## config.mk

```make
export PLATFORM = sky130hd
export DESIGN_NAME = seq_detector_param
export DESIGN_NICKNAME = d
export VERILOG_FILES = /design/src/rtl/seq_det_pkg.sv /design/src/rtl/seq_det_sat_counter.sv /design/src/rtl/seq_detector_param.sv
export SDC_FILE = /design/constraint.sdc
export NUM_CORES = 1
export LEC_CHECK = 0
export CAP_MARGIN = 40
export CELL_PAD_IN_SITES_DETAIL_PLACEMENT = 1
export CELL_PAD_IN_SITES_GLOBAL_PLACEMENT = 1
export CORE_UTILIZATION = 35
export CTS_CLUSTER_SIZE = 16
export DETAILED_ROUTE_END_ITERATION = 8
export GPL_ROUTABILITY_DRIVEN = 0
export GPL_TIMING_DRIVEN = 0
export HOLD_SLACK_MARGIN = 0.06
export PLACE_DENSITY = 0.83
export SLEW_MARGIN = 20
export SYNTH_ARGS = -nofsm -noshare
export SYNTH_HDL_FRONTEND = slang
export SYNTH_HIERARCHICAL = 1
export SYNTH_SLANG_ARGS = --single-unit
export TNS_END_PERCENT = 100
```

## constraint.sdc

```tcl
create_clock -name clock -period 2.15 [get_ports clock]
set_clock_uncertainty 0.05 [all_clocks]
set_input_delay 0.645 -clock clock [delete_from_list [all_inputs] [get_ports clock]]
set_output_delay 0.645 -clock clock [all_outputs]
set_load 0.01 [all_outputs]
```

## src/rtl/seq_det_pkg.sv

```systemverilog
// Shared constants and elaboration-time helpers for the parametrised sequence detector.
// The helpers build the KMP transition table from the pattern.
package seq_det_pkg;

    localparam int unsigned MAX_PAT_LEN = 16;
    localparam int unsigned MIN_PAT_LEN = 2;
    localparam int unsigned IDX_W       = $clog2(MAX_PAT_LEN);

    // Bit i of the pattern in arrival order (i=0 is the first bit received, i.e. the MSB).
    function automatic logic pat_bit(input logic [MAX_PAT_LEN-1:0] pattern,
                                     input int unsigned len, input int unsigned i);
        return pattern[IDX_W'(len - 1 - i)];
    endfunction

    // Longest pattern prefix that is a suffix of (first s pattern bits, then b); len means full match.
    function automatic int unsigned next_state(input logic [MAX_PAT_LEN-1:0] pattern,
                                               input int unsigned len, input int unsigned s,
                                               input logic b);
        int unsigned res;
        int unsigned j;
        logic        ok;
        logic        cbit;
        res = 0;
        if (s < len) begin
            for (int unsigned k = 1; k <= MAX_PAT_LEN; k++) begin
                if (k <= s + 1 && k <= len) begin
                    ok = 1'b1;
                    for (int unsigned i = 0; i < MAX_PAT_LEN; i++) begin
                        if (i < k) begin
                            j    = s + 1 - k + i;
                            cbit = (j == s) ? b : pat_bit(pattern, len, j);
                            if (cbit != pat_bit(pattern, len, i)) ok = 1'b0;
                        end
                    end
                    if (ok) res = k;
                end
            end
        end
        return res;
    endfunction

    // Longest proper border of the full pattern: the state to resume from after an overlapping match.
    function automatic int unsigned fail_state(input logic [MAX_PAT_LEN-1:0] pattern,
                                               input int unsigned len);
        int unsigned res;
        logic        ok;
        res = 0;
        for (int unsigned k = 1; k < MAX_PAT_LEN; k++) begin
            if (k < len) begin
                ok = 1'b1;
                for (int unsigned i = 0; i < MAX_PAT_LEN; i++) begin
                    if (i < k && pat_bit(pattern, len, len - k + i) != pat_bit(pattern, len, i))
                        ok = 1'b0;
                end
                if (ok) res = k;
            end
        end
        return res;
    endfunction

endpackage

```

## src/rtl/seq_det_sat_counter.sv

```systemverilog
// Saturating match counter with a sticky saturation flag and a clear that never drops
// an increment arriving in the same cycle.
module seq_det_sat_counter #(
    parameter int unsigned CNT_W = 8
) (
    input  logic             clock,
    input  logic             reset,
    input  logic             inc,
    input  logic             clr,
    output logic [CNT_W-1:0] cnt,
    output logic             sat
);

    localparam logic [CNT_W-1:0] CNT_MAX = '1;
    localparam logic [CNT_W-1:0] CNT_ONE = CNT_W'(1);

    always_ff @(posedge clock) begin
        if (!reset) begin
            cnt <= '0;
            sat <= 1'b0;
        end else if (clr) begin
            cnt <= inc ? CNT_ONE : '0;
            sat <= inc && (CNT_MAX == CNT_ONE);
        end else if (inc && cnt != CNT_MAX) begin
            cnt <= cnt + CNT_ONE;
            if (cnt + CNT_ONE == CNT_MAX) sat <= 1'b1;
        end
    end

endmodule

```

## src/rtl/seq_detector_param.sv

```systemverilog
// Parametrised serial sequence detector: KMP state machine over a qualified bit stream,
// Moore or Mealy match pulse, and a saturating match counter.
module seq_detector_param
    import seq_det_pkg::*;
#(
    parameter int unsigned        PAT_LEN = 4,
    parameter logic [PAT_LEN-1:0] PATTERN = 4'b1011,
    parameter bit                 OVERLAP = 1'b1,
    parameter bit                 MOORE   = 1'b1,
    parameter int unsigned        CNT_W   = 8
) (
    input  logic             clock,
    input  logic             reset,
    input  logic             x_valid,
    input  logic             x_in,
    input  logic             clear_cnt,
    output logic             y_out,
    output logic [CNT_W-1:0] match_cnt,
    output logic             cnt_sat
);

    localparam int unsigned              STATE_W   = (PAT_LEN > 1) ? $clog2(PAT_LEN) : 1;
    localparam int unsigned              NUM_SLOTS = 1 << STATE_W;
    localparam logic [MAX_PAT_LEN-1:0]   PAT_EXT   = MAX_PAT_LEN'(PATTERN);
    localparam int unsigned              FAIL      = fail_state(PAT_EXT, PAT_LEN);

    if (PAT_LEN < MIN_PAT_LEN || PAT_LEN > MAX_PAT_LEN) begin : g_bad_len
        $error("seq_detector_param: PAT_LEN must be in 2..16");
    end

    logic [NUM_SLOTS-1:0][1:0][STATE_W-1:0] trans_tbl;
    logic [NUM_SLOTS-1:0][1:0]              hit_tbl;
    logic [STATE_W-1:0]                     state_q;
    logic [STATE_W-1:0]                     state_d;
    logic                                   match_c;

    // Constant transition table; unreachable slots fall back to state 0.
    for (genvar s = 0; s < NUM_SLOTS; s++) begin : g_state
        for (genvar b = 0; b < 2; b++) begin : g_bit
            localparam int unsigned NS = next_state(PAT_EXT, PAT_LEN, s, 1'(b));
            assign hit_tbl[s][b]   = (NS == PAT_LEN);
            assign trans_tbl[s][b] = (NS == PAT_LEN) ? (OVERLAP ? STATE_W'(FAIL) : '0)
                                                     : STATE_W'(NS);
        end
    end

    always_ff @(posedge clock) begin
        if (!reset) state_q <= '0;
        else        state_q <= state_d;
    end

    always_comb begin
        state_d = state_q;
        match_c = 1'b0;
        if (x_valid) begin
            state_d = trans_tbl[state_q][x_in];
            match_c = hit_tbl[state_q][x_in];
        end
    end

    if (MOORE) begin : g_moore
        logic y_q;
        always_ff @(posedge clock) begin
            if (!reset) y_q <= 1'b0;
            else        y_q <= match_c;
        end
        assign y_out = y_q;
    end else begin : g_mealy
        assign y_out = reset & match_c;
    end

    seq_det_sat_counter #(
        .CNT_W (CNT_W)
    ) u_cnt (
        .clock (clock),
        .reset (reset),
        .inc   (match_c),
        .clr   (clear_cnt),
        .cnt   (match_cnt),
        .sat   (cnt_sat)
    );

endmodule

```

==> results of run 1 <==
[flip-flops by register name, indices dropped and copies added, names as in the netlist]
name and count:
state_q 2, u_cnt/cnt 8, u_cnt/sat 1, y_out 1
[power groups by stage]
stage / combinational, mW / sequential [mW] / clock [mW]
3_5_place_dp: 0.0197 / 0.230 / 0
6_report: 0.0194 / 0.225 / 0.185
4_1_cts: 0.0197 / 0.225 / 0.190
5_1_grt: 0.0216 / 0.225 / 0.201
2_1_floorplan: 0.00736 / 0.230 / 0
3_3_place_gp: 0.0191 / 0.230 / 0
[kinds of logic after synthesis]
family / share of synthesized area (%)
AO/OA/AOI/OAI: 21.9
XOR/XNOR: 1.26
adder cells (fa/ha/maj): 3.59
buffers and inverters: 7.54
flip-flops: 34.5
multiplexers: 2.87
AND/OR/NAND/NOR: 28.4
[final timing paths]
kind	startpoint	to	slack [ns]
setup / recovery	u_cnt/cnt[1]$_SDFFE_PN0P_	match_cnt[1]	0.11
hold / removal	u_cnt/sat$_SDFFE_PP0P_	u_cnt/sat$_SDFFE_PP0P_	0.43
setup reg to reg	u_cnt/cnt[1]$_SDFFE_PN0P_	u_cnt/cnt[3]$_SDFFE_PN0P_	0.36
hold reg to reg	u_cnt/sat$_SDFFE_PP0P_	u_cnt/sat$_SDFFE_PP0P_	0.43
[layout by cell type (no fill, tap or decap), types with 3 or more instances in the layout]
cell type / count
clkdlybuf4s50_1: 14
dfxtp_1: 11
a21oi_1: 6
nand2_1: 6
inv_1: 5
o21ai_0: 5
nor2_1: 4
clkbuf_4: 3
buf_6: 3
or3_1: 3
nor3_1: 3
a31oi_1: 3
nand4_1: 3
[layout make-up]
class                           instances  area [sq um]  share of cell area [%]
Buffer                                  3          33.8                    3.72
Clock buffer                            4          36.3                    3.99
Inverter                                5          18.8                    2.07
Multi-Input combinational cell         61           407                    44.8
Sequential cell                        12           241                    26.6
Tap cell                               25          31.3                    3.44
Timing Repair Buffer                   14           140                    15.4
[metrics by stage]
| step | utilization (%) | worst slack [ns] |
|---|---|---|
| floorplan | - | 0.447 |
| global placement | 48.2 | -0.251 |
| detailed placement | 48.2 | -0.305 |
| CTS | 50.3 | 0.0605 |
| global route | 50.4 | 0.0357 |
| finish | 50.4 | 0.112 |
[worst reg2reg max path: stages (launching register included)]
cell	delay [ns]
dfxtp_1	0.48
ha_1	0.31
nand2_2	0.14
o31ai_1	0.46
o21ai_0	0.16
a21oi_1	0.13
[metal layers]
layer	part of all wire, %	vias to the layer above	global-route usage [%]
met5	0	-	0
met1	46	332	23.8
met2	48	10	28.1
li1	-	336	-
met4	2.0	0	8.57
met3	3.3	4	6.27
[what timing repair did]
| action | in CTS | in global routing |
|---|---|---|
| gates cloned | 0 | 0 |
| hold endpoints to repair | 0 | 0 |
| gates resized for setup | 1 | 2 |
| pin swaps | 0 | 0 |
| setup endpoints to repair | 1 | 2 |
==> metrics, run 1 <==
nets@finish=107; DRC=0; PD cells=473 mW/mm^2; Post-CTS Setup Repair Bufs=0; Mapped Avg Cell Area=8.60 sq um; share of cells above drive strength 1=14.1%; Detailed Place HPWL=1.27 mm; Synth Flop Type=dfxtp_1; asr flop ratio synth=0%; setup violators final=0; hold buffer count at cts=0; first-pass GRT wire length=2.79 mm; total I/O pin count=15; DR WL/cell=13.2 um; htree depth=1; vias per cell=5.50; Worst Hold Class=reg -> reg; maximum fanout along the worst path=8; crit share post-route=94.8%; Static Leak=0.290 nW; switching share of power=21.5%; Worst-Skew Late Latency=0.28 ns; cell chain of the critical path=clkdlybuf4s50_1; die area=0.00217 sq mm; non-filler instance count after layout=124; most frequent cell after synthesis=dfxtp_1; Die Ht=46.6 um; Period minus WS final=2.04 ns; slew at the pin closest to its max-slew limit=0.449 ns; dpl cell area=868 sq um; max cap viols=0; Worst-path clk slew=0.08 ns; critical path startpoint category=flop; synth cell count leaders=dfxtp_1 (12), a21oi_1 (6), nand2_1 (6); CTS tree=done; worst path bufs/invs=1; switching pwr=0.0924 mW; Yosys top cell area share=34.5%; syn_nets=88; Initial DRC Count=14; Max VDD drop=0.000330 V; # fillers=223; gr usage total=18.7%; total gr overflow=0; Rel. slew slack=69.8%; final hold vios=0; Yosys reg bits=12; top cells by area, synth=dfxtp_1 (34%), buf_6 (4.8%), a21oi_1 (4.3%); Root Driver=clkbuf_4; TNS Setup=0 ns; pin count of the biggest net entering global routing=11; FMAX=0.491 GHz; initial antenna violation count=0; Worst EP required=1.45 ns; power share of the sequential group=52.4%; Worst path depth=1; CP peak stage delay=0.59 ns; via count=682; Worst Path Class, Setup=reg -> out; Core Region=0.00180 sq mm; Crit path max-delay family=buffers and inverters; R2R depth=5; Slew Limit Fails=0; Pre-Repair DR Iteration Count=4; Die X=46.6 um; port bufs=14; starting density of the core=38.7%; distinct cell type count after synthesis=32; Sink Count=12; post-route ant nets=0; Placed Cells=120; hold depth=2; Post-Syn Area=697 sq um; Critical Path AT=1.34 ns; synth warn=6; Seq/Total Area, Yosys=34.5%; Yosys top cell by area=dfxtp_1; Pwr Total=0.430 mW; Area Overhead vs Synth=30.3%; status=finished clean; vias in the first global route=611; RSZ-0062 raised after global routing=false; fin area=908 sq um; CTS Buf Count=3; Clock Tree Buf Depth=2; crit path capture type=primary output; cell row count=15; Cells after Synth=81; Gate power share=4.5%; WL final=1.63 mm; clock power share=43.1%; diodes inserted=0; Post-synth EDFFs=0; Min Hold Slack=0.431 ns; slowest CP cell=clkdlybuf4s50_1; Internal=0.337 mW
Power figures use the tool's default switching activity.
==> inputs of run 2 (changes only) <==
--- a/config.mk
+++ b/config.mk
@@ -15,7 +15,6 @@
 export GPL_TIMING_DRIVEN = 0
 export HOLD_SLACK_MARGIN = 0.06
 export PLACE_DENSITY = 0.83
-export SLEW_MARGIN = 20
 export SYNTH_ARGS = -nofsm -noshare
 export SYNTH_HDL_FRONTEND = slang
 export SYNTH_HIERARCHICAL = 1
==> constraint.sdc (replaced) <==
create_clock -name clock -period 2 [get_ports clock]
set_clock_uncertainty 0.05 [all_clocks]
set_input_delay 0.6 -clock clock [delete_from_list [all_inputs] [get_ports clock]]
set_output_delay 0.6 -clock clock [all_outputs]
set_load 0.01 [all_outputs]
==> metrics, run 2 (same netlist as run 1, synthesis figures left out) <==
initial antenna violation count=0 (unchanged); Period minus WS final=1.93 ns; critical path startpoint category=flop (unchanged); PD cells=507 mW/mm^2 (was 473 mW/mm^2); Post-CTS Setup Repair Bufs=0 (unchanged); crit path capture type=primary output (unchanged); via count=683 (was 682); Die X=46.6 um (unchanged); Pre-Repair DR Iteration Count=4 (unchanged); Detailed Place HPWL=1.27 mm (unchanged); gr usage total=18.6% (was 18.7%); most common cell after layout, fill and taps aside=clkdlybuf4s50_1 (unchanged); worst path bufs/invs=1 (unchanged); Sink Count=12 (unchanged); cell row count=15 (unchanged); cell chain of the critical path=clkdlybuf4s50_1 (unchanged); Worst EP required=1.35 ns (was 1.45 ns); Final Core Density=50.5% (was 50.4%); slew at the pin closest to its max-slew limit=0.450 ns (was 0.449 ns); CTS tree=done (unchanged); crit share post-route=96.4%; Root Driver=clkbuf_4 (unchanged); Placed Cells=120 (unchanged); Min Hold Slack=0.431 ns (about the same); max cap viols=0 (unchanged); Area Overhead vs Synth=30.5% (was 30.3%); Die Ht=46.6 um (unchanged); DRC=0 (unchanged); Largest regs=u_cnt/cnt x8, state_q x2 (unchanged); Slew Limit Fails=0 (unchanged); DR WL/cell=13.2 um (about the same); pin count of the biggest net entering global routing=11 (unchanged); Max VDD drop=0.000355 V (was 0.000330 V); non-filler instance count after layout=124 (unchanged); dpl ws=-0.410 ns (was -0.305 ns); Rel. slew slack=69.8% (about the same); maximum fanout along the worst path=6 (was 8); max reg flops=8 (unchanged); post-route ant nets=0 (unchanged); status=finished clean (unchanged); nets@finish=107 (unchanged); Worst Hold Class=reg -> reg (unchanged); RSZ-0062 raised after global routing=false (unchanged); setup violators final=0 (unchanged); WL final=1.64 mm (was 1.63 mm); commonest cells after routing, fill and taps aside=clkdlybuf4s50_1 (14), dfxtp_1 (10), a21oi_1 (6), nand2_1 (6) (was clkdlybuf4s50_1 (14), dfxtp_1 (11), a21oi_1 (6), nand2_1 (6)); Initial DRC Count=11 (was 14); CTS Buf Count=3 (unchanged); Clock Tree Buf Depth=2 (unchanged); total I/O pin count=15 (unchanged); vias per cell=5.51 (was 5.50); Core Region=0.00180 sq mm (unchanged); Reg with most FFs=u_cnt/cnt (unchanged); share of cells above drive strength 1=15.2% (was 14.1%); # fillers=223 (unchanged); hold buffer count at cts=0 (unchanged); CP peak stage delay=0.57 ns (was 0.59 ns); fin area=910 sq um (was 908 sq um); port bufs=14 (unchanged); final worst setup slack=0.0723 ns (was 0.112 ns); Static Leak=0.290 nW (about the same); starting density of the core=38.7% (unchanged); dpl cell area=868 sq um (unchanged); Worst-path clk slew=0.08 ns (about the same); Critical Path AT=1.28 ns (was 1.34 ns); first-pass GRT wire length=2.78 mm (was 2.79 mm); Crit path max-delay family=buffers and inverters (unchanged); diodes inserted=0 (unchanged); final hold vios=0 (unchanged); vias in the first global route=608 (was 611); FMAX=0.519 GHz; total gr overflow=0 (unchanged); Worst Path Class, Setup=reg -> out (unchanged); die area=0.00217 sq mm (unchanged); slowest CP cell=clkdlybuf4s50_1 (unchanged); Worst-Skew Late Latency=0.28 ns (about the same); htree depth=1 (unchanged)
-- run 2: through the flow --
step / TNS, ns / total power, mW
finish: 0 / 0.461
global route: 0 / 0.482
CTS: 0 / 0.468
detailed placement: -2.18 / 0.269
global placement: -1.93 / 0.268
floorplan: 0 / 0.255
-- run 2: path summary, 6_finish.rpt --
kind                        startpoint  cells past startpoint                         to  slack (ns)
max          u_cnt/cnt[4]$_SDFFE_PN0P_                      1               match_cnt[4]        0.07
min             u_cnt/sat$_SDFFE_PP0P_                      2     u_cnt/sat$_SDFFE_PP0P_        0.43
max reg2reg  u_cnt/cnt[1]$_SDFFE_PN0P_                      5  u_cnt/cnt[3]$_SDFFE_PN0P_        0.32
min reg2reg     u_cnt/sat$_SDFFE_PP0P_                      2     u_cnt/sat$_SDFFE_PP0P_        0.43
-- run 2: power by group --
group	internal [mW]	leakage [nW]	switching, mW	total (mW)
sequential	0.240	0.0979	0.00145	0.242
clock	0.111	0.0210	0.0878	0.199
combinational	0.0113	0.172	0.00964	0.0209
total	0.362	0.290	0.0989	0.461
-- run 2: area by class of cell --
class,count,area (sq um),share of cell area [%]
Buffer,3,33.8,3.71
Clock buffer,4,36.3,3.99
Inverter,5,18.8,2.06
Multi-Input combinational cell,61,407,44.7
Sequential cell,12,243,26.7
Tap cell,25,31.3,3.44
Timing Repair Buffer,14,140,15.4
-- run 2: what timing repair did --
action	4_1_cts	5_1_grt
setup endpoints to repair	6	1
pin swaps	0	2
resized for setup	4	0
-- run 2: layer usage --
layer | vias to the layer above | global-route usage [%] | part of all wire, %
met4 | 0 | 8.57 | 2.0
met5 | - | 0 | 0
li1 | 336 | - | -
met1 | 333 | 23.5 | 46
met2 | 10 | 28.1 | 48
met3 | 4 | 6.27 | 3.3
==> inputs of run 3 (changes only) <==
--- a/config.mk
+++ b/config.mk
@@ -5,7 +5,7 @@
 export SDC_FILE = /design/constraint.sdc
 export NUM_CORES = 1
 export LEC_CHECK = 0
-export CAP_MARGIN = 40
+export CAP_MARGIN = 20
 export CELL_PAD_IN_SITES_DETAIL_PLACEMENT = 1
 export CELL_PAD_IN_SITES_GLOBAL_PLACEMENT = 1
 export CORE_UTILIZATION = 35
@@ -19,4 +19,4 @@
 export SYNTH_HDL_FRONTEND = slang
 export SYNTH_HIERARCHICAL = 1
 export SYNTH_SLANG_ARGS = --single-unit
-export TNS_END_PERCENT = 100
+export TNS_END_PERCENT = 10
==> results of run 3 <==
The final DEF is identical to that of run 2; final timing and power are the same.
